===== config.mk =====
export PLATFORM = sky130hd
export DESIGN_NAME = ifu_fetch
export DESIGN_NICKNAME = d
export VERILOG_FILES = /design/src/rtl/ifu_fetch.sv
export SDC_FILE = /design/constraint.sdc
export NUM_CORES = 1
export LEC_CHECK = 0
export CAP_MARGIN = 20
export CORE_MARGIN = 2
export CORE_UTILIZATION = 49
export CTS_CLUSTER_DIAMETER = 40
export CTS_CLUSTER_SIZE = 28
export DETAILED_ROUTE_END_ITERATION = 8
export HOLD_SLACK_MARGIN = 0.03
export PLACE_DENSITY = 0.89
export SLEW_MARGIN = 10
export SYNTH_ARGS = -nofsm -noshare
export SYNTH_HDL_FRONTEND = slang
export SYNTH_SLANG_ARGS = --single-unit

===== constraint.sdc =====
create_clock -name clk -period 3.87 [get_ports clk]
set_input_delay 0.387 -clock clk [delete_from_list [all_inputs] [get_ports clk]]
set_output_delay 0.387 -clock clk [all_outputs]
set_load 0.01 [all_outputs]

===== src/rtl/ifu_fetch.sv =====
// ----------------------------------------------------------------------------
// ifu_fetch -- single-issue instruction fetch unit.
//
// Fetches one 32-bit word from a combinational instruction memory, presents
// it to decode with a valid/ready handshake, and advances the PC by 4 after
// each accepted instruction. A redirect (branch/jump/trap) overrides
// everything except reset. Misaligned PCs produce a fault entry with no
// memory read.
//
// Ports:
//   clk, rst        - clock, synchronous active-high reset
//   imem_en/_addr   - instruction memory read enable / byte address
//   imem_rdata      - instruction word, valid in the same cycle as the request
//   out_valid/ready - handshake to decode
//   out_pc/_inst    - PC and word of the presented entry
//   out_fault       - presented entry is a misaligned-fetch fault (inst = 0)
//   redirect_valid  - redirect request; redirect_pc is the new target
//   fetch_cnt       - number of accepted handshakes (wraps)
// ----------------------------------------------------------------------------
module ifu_fetch #(
    parameter logic [31:0] RESET_PC = 32'h8000_0000
) (
    input  logic        clk,
    input  logic        rst,
    output logic        imem_en,
    output logic [31:0] imem_addr,
    input  logic [31:0] imem_rdata,
    output logic        out_valid,
    input  logic        out_ready,
    output logic [31:0] out_pc,
    output logic [31:0] out_inst,
    output logic        out_fault,
    input  logic        redirect_valid,
    input  logic [31:0] redirect_pc,
    output logic [31:0] fetch_cnt
);

    typedef enum logic {FETCH = 1'b0, HOLD = 1'b1} state_e;

    state_e      state_q, state_d;
    logic [31:0] pc_q, pc_d;
    logic        valid_q, valid_d;
    logic [31:0] opc_q, opc_d;
    logic [31:0] inst_q, inst_d;
    logic        fault_q, fault_d;
    logic [31:0] cnt_q, cnt_d;

    logic aligned;
    logic handshake;

    assign aligned   = (pc_q[1:0] == 2'b00);
    assign handshake = (state_q == HOLD) && valid_q && out_ready;

    // Memory read only when actually fetching an aligned word.
    assign imem_en   = (state_q == FETCH) && !rst && aligned;
    assign imem_addr = pc_q;

    assign out_valid = valid_q;
    assign out_pc    = opc_q;
    assign out_inst  = inst_q;
    assign out_fault = fault_q;
    assign fetch_cnt = cnt_q;

    always_comb begin
        state_d = state_q;
        pc_d    = pc_q;
        valid_d = valid_q;
        opc_d   = opc_q;
        inst_d  = inst_q;
        fault_d = fault_q;
        cnt_d   = cnt_q;

        if (redirect_valid) begin
            // A handshake in the same cycle still counts; the redirect
            // target replaces the sequential pc+4.
            if (handshake) cnt_d = cnt_q + 32'd1;
            pc_d    = redirect_pc;
            valid_d = 1'b0;
            fault_d = 1'b0;
            state_d = FETCH;
        end else begin
            unique case (state_q)
                FETCH: begin
                    valid_d = 1'b1;
                    opc_d   = pc_q;
                    inst_d  = aligned ? imem_rdata : 32'd0;
                    fault_d = !aligned;
                    state_d = HOLD;
                end
                HOLD: begin
                    if (handshake) begin
                        pc_d    = opc_q + 32'd4;
                        valid_d = 1'b0;
                        cnt_d   = cnt_q + 32'd1;
                        state_d = FETCH;
                    end
                end
                default: state_d = FETCH;
            endcase
        end
    end

    always_ff @(posedge clk) begin
        if (rst) begin
            state_q <= FETCH;
            pc_q    <= RESET_PC;
            valid_q <= 1'b0;
            opc_q   <= 32'd0;
            inst_q  <= 32'd0;
            fault_q <= 1'b0;
            cnt_q   <= 32'd0;
        end else begin
            state_q <= state_d;
            pc_q    <= pc_d;
            valid_q <= valid_d;
            opc_q   <= opc_d;
            inst_q  <= inst_d;
            fault_q <= fault_d;
            cnt_q   <= cnt_d;
        end
    end

endmodule


==> out/results.ini, run 1 <==
[timing]
slew_violations=0
post-route-period-util_pct=57.4
max_clock_freq_ghz=0.450
tightest_slew_ns=1.05
worst_clock_skew_ns=0.00610
post-route-min-period_ns=2.22
worst_slack_ns=1.65
finalHoldViolations=0
slew_headroom_pct=29.6
setup_tns_ns=0
setup_violations=0
rsz0062_at_grt=no
hold_slack_ns=0.464

[hold_path]
hp-class=reg -> reg

[worst_setup_path]
critical_path_required_ns=4.14
critPathKind=reg -> reg
cp_max_fo=12
arrival_ns=2.50
end_kind=flip-flop
cp-start-kind=flip-flop

[floorplan]
die_y_microns=112
initial_core_util_pct=50.2
dieArea_sq_um=12600
num_rows=39
core_area_sq_um=11400
ioPinCount=199
dieWidth_microns=112

[yosys]
syn_avg_cell_area_sq_um=8.16
synth.distinct_cells=46
synth_area_leaders=dfxtp_1 46%, nor2_1 7.7%, nand2_1 7.5%
syn_area_sq_um=5730
ys_seq_area_share_pct=45.7
syn_nets=773
netlist_instances=703
yosysTopAreaCell=dfxtp_1
synth_top_area_share_pct=45.7
yosysWarnings=0
ys_seq_elements=131

[detailed_routing]
vias=5738
vias_per_cell=5.54
first_pass_iters=5
ant_nets=0
avgRoutedWirePerCell_microns=16.2
wirelength_microns=16700
drc_errors=0
drtIter0Drc=477

[power]
p_leak_nw=2.98
intPower_mw=2.63
p_switching_mw=0.767
powerDensity_nw_per_um2=406
combinationalPowerShare_pct=10.7
power_frac_seq_pct=42.6
p_clk_share_pct=46.7
ir_drop_uv=256
p_sw_share_pct=22.6

[clock_tree]
postCtsHoldBufs=0
cts_tree=done
ctsResizeCount=0
path_clk_slew_ns=0.05
root_buffer=clkbuf_16
clkLatencyLatePin_ns=0.42
cts_sinks=131
cts_buffer_depth=2
cts_setup_buffers=0
numCtsBuffers=17
cts_max_level=4

[place]
dp_hpwl_microns=11200
post-place-ws_ns=1.35
port_buffers=198
dp_cells=1003
routabilityCongestion=0.885

[finish]
area_delta_synth_final_pct=45.7
drive_gt1_share_pct=6.17
finalNetCount=949
stdcell_count=1035

[grt]
grt_start_max_net_pins=79
antenna_found_initial=1
grt_pass1_wl_microns=27000
grt_pass1_vias=5588
grt_util_all_layers_pct=26.3
overflow=0

[run]
cap_violations=0

[outcome]
status=complete, no violations

kinds of logic after synthesis:
logic type | Yosys count | share of synthesized area [%]
mux | 1 | 0.196
fa+ha+maj | 2 | 0.436
simple gates | 326 | 26.9
flops | 131 | 45.7
compound gates | 135 | 14.5
buf+inv | 54 | 3.97
xor+xnor | 54 | 8.25
synth_stat cells (all sizes together):
library cell  instances
dfxtp               131
nor2                117
nand2               116
a21oi                70
clkbuf               34
a22oi                32
xor2                 28
xnor2                26
nand3                25
nand4                18
buf                  16
o22ai                11
nor4                 10
and4                  9
nor3                  9
and3                  7
a211oi                6
o21ai                 5
and2                  4
inv                   4
or2                   4
a211o                 3
a221oi                3
nand2b                3
nand3b                3
ha                    2
o21a                  2
mux2                  1
nor4b                 1
o31a                  1
o31ai                 1
o32ai                 1
cell usage in the layout (no fill, tap or decap), drive strengths merged, types with 2 or more instances in the layout:
| cell | netlist | layout |
|---|---|---|
| a211oi | 6 | 6 |
| a211o | 3 | 3 |
| clkbuf | 34 | 27 |
| nor2 | 117 | 117 |
| nand2 | 116 | 116 |
| nand3 | 25 | 25 |
| nor4 | 10 | 10 |
| clkdlybuf4s50 | 0 | 196 |
| buf | 16 | 11 |
| or2 | 4 | 4 |
| and3 | 7 | 7 |
| a21oi | 70 | 70 |
| nand2b | 3 | 3 |
| nor3 | 9 | 9 |
| and2 | 4 | 4 |
| xnor2 | 26 | 26 |
| bufinv | 0 | 2 |
| and4 | 9 | 9 |
| nand3b | 3 | 3 |
| a221oi | 3 | 3 |
| ha | 2 | 2 |
| nand4 | 18 | 18 |
| clkinv | 0 | 2 |
| dfxtp | 131 | 131 |
| inv | 4 | 4 |
| o22ai | 11 | 11 |
| a22oi | 32 | 32 |
| o21ai | 5 | 5 |
| o21a | 2 | 2 |
| xor2 | 28 | 28 |
per-stage QoR:
step / power (mW) / utilization [%] / area, sq um
6_report: 3.39 / 73.2 / 8360
5_1_grt: 3.50 / 73.2 / 8360
4_1_cts: 3.41 / 73.2 / 8350
3_5_place_dp: 1.84 / 68.1 / 7770
3_3_place_gp: 1.82 / 67.8 / 7740
2_1_floorplan: 1.62 / - / 5730
power groups by stage:
stage / registers, mW / logic, mW / clock network (mW)
2_1_floorplan: 1.49 / 0.137 / 0
3_3_place_gp: 1.47 / 0.351 / 0
3_5_place_dp: 1.47 / 0.362 / 0
4_1_cts: 1.45 / 0.365 / 1.60
5_1_grt: 1.45 / 0.392 / 1.66
6_report: 1.45 / 0.363 / 1.58
final cells by class:
type / instances / area (sq um)
sequential: 131 / 2620
antenna: 1 / 2.50
clock inverter: 4 / 70.1
fill: 868 / 3060
multi-input combinational: 518 / 2890
clock buffer: 27 / 513
timing repair buffer: 207 / 2060
inverter: 4 / 15.0
tap: 143 / 179
routing by layer:
metal	up-vias	GRT usage, %	part of all wire (%)
met1	2713	32.1	41
met4	0	14.0	3.4
met3	43	6.43	6.4
met5	-	0	0
li1	2762	-	-
met2	220	43.2	50
worst max-delay path, cell delays in order (launching register included):
cell	delay (ns)
dfxtp_1	0.42
nand4_1	0.23
nor4_2	0.95
nand3_1	0.22
xor2_1	0.21
nor2_1	0.05
flip-flops by register name, indices dropped and copies added (netlist names):
name	cells
fetch_cnt	32
imem_addr	32
out_inst	32
out_fault	1
out_valid	1
state_q	1
out_pc	32
path summary, 6_finish.rpt:
path | start | endpoint | slack, ns | cells after the start
setup / recovery | fetch_cnt[3]$_SDFFE_PP0P_ | fetch_cnt[25]$_SDFFE_PP0P_ | 1.65 | 5
hold / removal | imem_addr[30]$_SDFFE_PP0P_ | out_pc[30]$_SDFFE_PP0P_ | 0.46 | 2
setup reg to reg | fetch_cnt[3]$_SDFFE_PP0P_ | fetch_cnt[25]$_SDFFE_PP0P_ | 1.65 | 5
hold reg to reg | imem_addr[30]$_SDFFE_PP0P_ | out_pc[30]$_SDFFE_PP0P_ | 0.46 | 2
(Power assumes the default switching activity.)
==> run 2, diff against run 1 <==
--- a/config.mk
+++ b/config.mk
@@ -7,12 +7,12 @@
 export LEC_CHECK = 0
 export CAP_MARGIN = 20
 export CORE_MARGIN = 2
-export CORE_UTILIZATION = 49
+export CORE_UTILIZATION = 41
 export CTS_CLUSTER_DIAMETER = 40
 export CTS_CLUSTER_SIZE = 28
 export DETAILED_ROUTE_END_ITERATION = 8
 export HOLD_SLACK_MARGIN = 0.03
-export PLACE_DENSITY = 0.89
+export PLACE_DENSITY = 0.8
 export SLEW_MARGIN = 10
 export SYNTH_ARGS = -nofsm -noshare
 export SYNTH_HDL_FRONTEND = slang
==> constraint.sdc (replaced) <==
create_clock -name clk -period 1.8 [get_ports clk]
set_input_delay 0.18 -clock clk [delete_from_list [all_inputs] [get_ports clk]]
set_output_delay 0.18 -clock clk [all_outputs]
set_load 0.01 [all_outputs]
==> run 2 against run 1 <==
Via count grew 2.3%. Global-route usage shrank 3.0 points. Clock power grew 97%. Largest power group unchanged.
==> out/results.ini, run 2 (synthesis results as in run 1) <==
[power]
power_frac_seq_pct=43.8
p_clk_share_pct=44.2
combinationalPowerShare_pct=12.0
intPower_mw=5.38
ir_drop_uv=643
p_switching_mw=1.68
powerDensity_nw_per_um2=804
p_leak_nw=3.24
p_sw_share_pct=23.8

[timing]
setup_tns_ns=0
post-route-min-period_ns=1.70
hold_slack_ns=0.103
setup_violations=0
slew_violations=0
post-route-period-util_pct=94.6
tightest_slew_ns=0.529
max_clock_freq_ghz=0.587
worst_clock_skew_ns=0.00535
rsz0062_at_grt=no
slew_headroom_pct=64.7
finalHoldViolations=0

[grt]
overflow=0
grt_util_all_layers_pct=23.4
grt_pass1_wl_microns=27500
grt_pass1_vias=5572
grt_start_max_net_pins=117
antenna_found_initial=0

[detailed_routing]
vias_per_cell=5.25
drc_errors=0
wirelength_microns=17600
ant_nets=0
drtIter0Drc=454
vias=5871
avgRoutedWirePerCell_microns=15.7
first_pass_iters=5

[clock_tree]
numCtsBuffers=17
cts_sinks=131
clkLatencyLatePin_ns=0.42
cts_tree=done
root_buffer=clkbuf_16
cts_max_level=4
path_clk_slew_ns=0.05
cts_buffer_depth=2

[place]
routabilityCongestion=0.875
port_buffers=198
place_area_sq_um=8220
dp_hpwl_microns=12200

[floorplan]
initial_core_util_pct=41.6
dieArea_sq_um=14900
die_y_microns=122
core_area_sq_um=13800
ioPinCount=199
dieWidth_microns=122
num_rows=43

[worst_setup_path]
rrSetupSlack_ns=0.11
cp_slowest_stage_delay_ns=0.63
reg2reg_depth=6
reg2reg_to=imem_addr[26]$_SDFFE_PP0P_
cp_top_family=buffers and inverters
r2r_start=out_pc[3]$_SDFFE_PP0P_
critPathKind=reg -> out
crit_buf_inv=1
cp_max_fo=6
cp-start-kind=flip-flop
critical_path_required_ns=1.62
crit_chain=clkdlybuf4s50_1
arrival_ns=1.52
end_kind=primary output
cp_slowest_cell=clkdlybuf4s50_1

[hold_path]
worstHoldEndpoint=out_pc[1]$_SDFFE_PP0P_
holdPathStages=2
hp-class=in -> reg
hold_start=rst

[finish]
layout_commonest_cell=clkdlybuf4s50_1
fillers=1196
drive_gt1_share_pct=11.5
fin_area_sq_um=8770
finalNetCount=999
finish.utilization_pct=63.7
antenna_cells=0
final_cell_mix=195 x clkdlybuf4s50_1, 131 x dfxtp_1, 116 x nor2_1
area_delta_synth_final_pct=53.0

[outcome]
status=complete, no violations

[run]
cap_violations=0

[run 2: cell types whose count changed in the layout (fill, tap and decap cells not counted), moves of 2 or more]
| cell | change |
|---|---|
| buf_12 | +5 |
| buf_4 | +46 |
| bufinv_16 | -2 |
| clkbuf_1 | -3 |
| clkinv_2 | +2 |
[run 2: worst max-delay path by stage]
| stage | slack (ns) | endpoint | cells after the start | from |
|---|---|---|---|---|
| 4_1_cts | 0.09 | out_pc[26] | 1 | out_pc[26]$_SDFFE_PP0P_ |
| 5_1_grt | 0.003 | imem_addr[28]$_SDFFE_PP0P_ | 7 | out_pc[3]$_SDFFE_PP0P_ |
| 2_1_floorplan | 0.08 | imem_addr[30]$_SDFFE_PP0P_ | 7 | out_pc[2]$_SDFFE_PP0P_ |
| 3_5_place_dp | -0.04 | fetch_cnt[18]$_SDFFE_PP0P_ | 7 | out_ready |
| 3_3_place_gp | 0.04 | imem_addr[23]$_SDFFE_PP0P_ | 8 | out_ready |
| 6_report | 0.1 | out_pc[26] | 1 | out_pc[26]$_SDFFE_PP0P_ |
[run 2: stage by stage]
| step | cells | power (mW) | worst slack, ns |
|---|---|---|---|
| final | 1119 | 7.05 | 0.0969 |
| after floorplan | 703 | 3.49 | 0.0776 |
| after global placement | 1088 | 3.98 | 0.0360 |
| after CTS | 1117 | 7.11 | 0.0903 |
| after detailed placement | 1088 | 3.99 | -0.0362 |
| after global routing | 1119 | 7.32 | 0.00309 |
[run 2: power groups by stage]
stage	combinational, mW	clock (mW)	sequential [mW]
after floorplan	0.294	0	3.19
after global routing	0.916	3.31	3.10
final	0.846	3.12	3.09
after detailed placement	0.846	0	3.15
after CTS	0.850	3.17	3.09
after global placement	0.839	0	3.14
[run 2: per-layer routing]
layer / part of all wire, % / vias to the layer above / track usage [%]
li1: - / 2872 / -
met3: 6.3 / 34 / 6.27
met5: 0 / - / 0
met1: 44 / 2755 / 29.4
met4: 2.9 / 0 / 11.0
met2: 47 / 210 / 37.4
[run 2: repair_timing]
| action | CTS | global route |
|---|---|---|
| pin swaps | 0 | 1 |
| buffers inserted | 0 | 2 |
| hold buffers | 0 | 0 |
| endpoints found under the hold margin | 0 | 0 |
| resized for setup | 1 | 2 |
| setup endpoints to repair | 1 | 6 |
[run 2: area by class of cell]
cell class / instances / area (sq um) / share of cell area (%)
multi-input cells: 518 / 2900 / 33.1
flip-flops and latches: 131 / 2620 / 29.9
repair buffers: 257 / 2480 / 28.3
clock buffers: 24 / 502 / 5.72
well taps: 180 / 225 / 2.57
clock inverters: 5 / 27.5 / 0.314
inverters: 4 / 15.0 / 0.171
==> run 3, diff against run 2 <==
--- a/config.mk
+++ b/config.mk
@@ -7,12 +7,12 @@
 export LEC_CHECK = 0
 export CAP_MARGIN = 20
 export CORE_MARGIN = 2
-export CORE_UTILIZATION = 41
+export CORE_UTILIZATION = 35
 export CTS_CLUSTER_DIAMETER = 40
 export CTS_CLUSTER_SIZE = 28
 export DETAILED_ROUTE_END_ITERATION = 8
 export HOLD_SLACK_MARGIN = 0.03
-export PLACE_DENSITY = 0.8
+export PLACE_DENSITY = 0.7
 export SLEW_MARGIN = 10
 export SYNTH_ARGS = -nofsm -noshare
 export SYNTH_HDL_FRONTEND = slang
==> run 3 against run 2 <==
Clock power grew 6%. Fmax rose by 1.2%. Non-clock buffer count up 2. Critical path depth is 4 higher. Combinational power about the same. Global-route usage shrank 3.1 points. Die area increased by 17%.
==> out/results.ini, run 3 (synthesis results as in run 1) <==
[floorplan]
die_y_microns=132
ioPinCount=199
core_area_sq_um=15900
dieArea_sq_um=17400
num_rows=46
dieWidth_microns=132
initial_core_util_pct=36.0

[timing]
slew_violations=0
rsz0062_at_grt=yes
tightest_slew_ns=0.513
setup_violations=0
post-route-period-util_pct=93.5
worst_clock_skew_ns=0.0145
worst_slack_ns=0.116
max_clock_freq_ghz=0.594
post-route-min-period_ns=1.68
finalHoldViolations=0
slew_headroom_pct=65.8

[worst_setup_path]
crit_chain=and4_1 -> nand4_1 -> nor4_2 -> xnor2_1 -> o21ai_1
crit_path_start=out_pc[8]$_SDFFE_PP0P_
rrSetupSlack_ns=0.12
reg2reg_to=imem_addr[31]$_SDFFE_PP1P_
crit_end=imem_addr[31]$_SDFFE_PP1P_
cp_num_cells=5
r2r_start=out_pc[8]$_SDFFE_PP0P_
cp-start-kind=flip-flop
cp_max_fo=5
reg2reg_depth=5
crit_buf_inv=0
critical_path_required_ns=2.10
cp_slowest_cell=nor4_2
end_kind=flip-flop
cp_slowest_stage_delay_ns=0.42
arrival_ns=1.99
cp_top_family=simple AND/OR/NAND/NOR gates
critPathKind=reg -> reg

[clock_tree]
root_buffer=clkbuf_16
cts_max_level=4
cts_tree=done
cts_sinks=131
cts_buffer_depth=2
clkLatencyLatePin_ns=0.42
path_clk_slew_ns=0.06
numCtsBuffers=17

[finish]
final_cell_mix=195 x clkdlybuf4s50_1, 127 x dfxtp_1, 116 x nor2_1
layout_commonest_cell=clkdlybuf4s50_1
finalNetCount=1001
area_delta_synth_final_pct=55.8
antenna_cells=0
stdcell_count=1160
drive_gt1_share_pct=13.5

[grt]
overflow=0
grt_start_max_net_pins=112
grt_util_all_layers_pct=20.3
antenna_found_initial=0
grt_pass1_wl_microns=28700
grt_pass1_vias=5541

[detailed_routing]
vias=5776
avgRoutedWirePerCell_microns=15.4
first_pass_iters=5
ant_nets=0
drtIter0Drc=359
drc_errors=0
vias_per_cell=4.98
wirelength_microns=17900

[place]
routabilityCongestion=0.803
dp_hpwl_microns=12300
dp_cells=1128
port_buffers=198
post-place-ws_ns=-0.0371

[hold_path]
hold_start=redirect_valid
hp-class=in -> reg
holdPathStages=3

[run]
cap_violations=0

[power]
p_leak_nw=3.26
powerDensity_nw_per_um2=809
ir_drop_uv=666

[outcome]
status=complete, no violations

run 3: changes by cell type in the layout (fill, tap and decap cells not counted), moves of 2 or more:
cell,change
dfxtp_1,-4
dfxtp_2,+4
clkbuf_8,-3
clkinv_4,+3
clkinvlp_4,+3
and2_1,-2
and4_1,-2
buf_12,+2
clkbuf_1,-2
nor4_1,-2
nor4_2,+2
run 3: worst min-delay path by stage:
stage	end	slack, ns
final	imem_addr[1]$_SDFFE_PP0P_	0.14
after global routing	imem_addr[1]$_SDFFE_PP0P_	0.15
after CTS	imem_addr[1]$_SDFFE_PP0P_	0.12
after detailed placement	out_pc[0]$_SDFFE_PP0P_	0.47
after global placement	out_pc[0]$_SDFFE_PP0P_	0.46
after floorplan	imem_addr[31]$_SDFFE_PP1P_	0.32
run 3: area by class of cell:
cell class                      count  area (sq um)
Timing Repair Buffer              259          2520
Fill cell                        1458          7010
Inverter                            4          15.0
Multi-Input combinational cell    518          2940
Tap cell                          216           270
Clock inverter                     13           111
Clock buffer                       19           453
Sequential cell                   131          2630
run 3: power breakdown:
| part | internal, mW | switching (mW) | leakage [nW] |
|---|---|---|---|
| clock | 1.96 | 1.33 | 0.270 |
| combinational | 0.458 | 0.386 | 1.92 |
| sequential | 3.01 | 0.0796 | 1.07 |
| total | 5.43 | 1.80 | 3.26 |
run 3: per-stage QoR:
step | setup TNS, ns | cell area (sq um) | hold WS [ns] | util (%) | power (mW)
2_1_floorplan | 0 | 5730 | 0.316 | - | 3.49
3_3_place_gp | -0.00249 | 8310 | 0.461 | 52.2 | 3.99
3_5_place_dp | -0.177 | 8310 | 0.466 | 52.2 | 4.00
4_1_cts | 0 | 8880 | 0.120 | 55.7 | 7.30
5_1_grt | -0.0137 | 8930 | 0.152 | 56.0 | 7.50
6_report | 0 | 8930 | 0.137 | 56.0 | 7.23
run 3: repair_timing:
| action | in CTS | in global routing |
|---|---|---|
| cloned | 0 | 0 |
| pin swaps | 0 | 3 |
| setup endpoints to repair | 2 | 6 |
| resized for setup | 2 | 14 |
| setup buffers | 0 | 1 |
| hold buffers | 0 | 0 |
run 3: metal layers:
| layer | up-vias | GRT usage, % | part of all wire [%] |
|---|---|---|---|
| met1 | 2720 | 26.0 | 45 |
| met3 | 18 | 5.96 | 6.3 |
| met5 | - | 0 | 0 |
| li1 | 2869 | - | - |
| met4 | 0 | 7.07 | 1.8 |
| met2 | 169 | 32.7 | 47 |
run 3: worst min-delay path, delay by kind of cell:
| kind | cells | cell delay, ns |
|---|---|---|
| AO/OA/AOI/OAI | 1 | 0.08 |
| buffers and inverters | 1 | 0.17 |
| AND/OR/NAND/NOR | 1 | 0.08 |
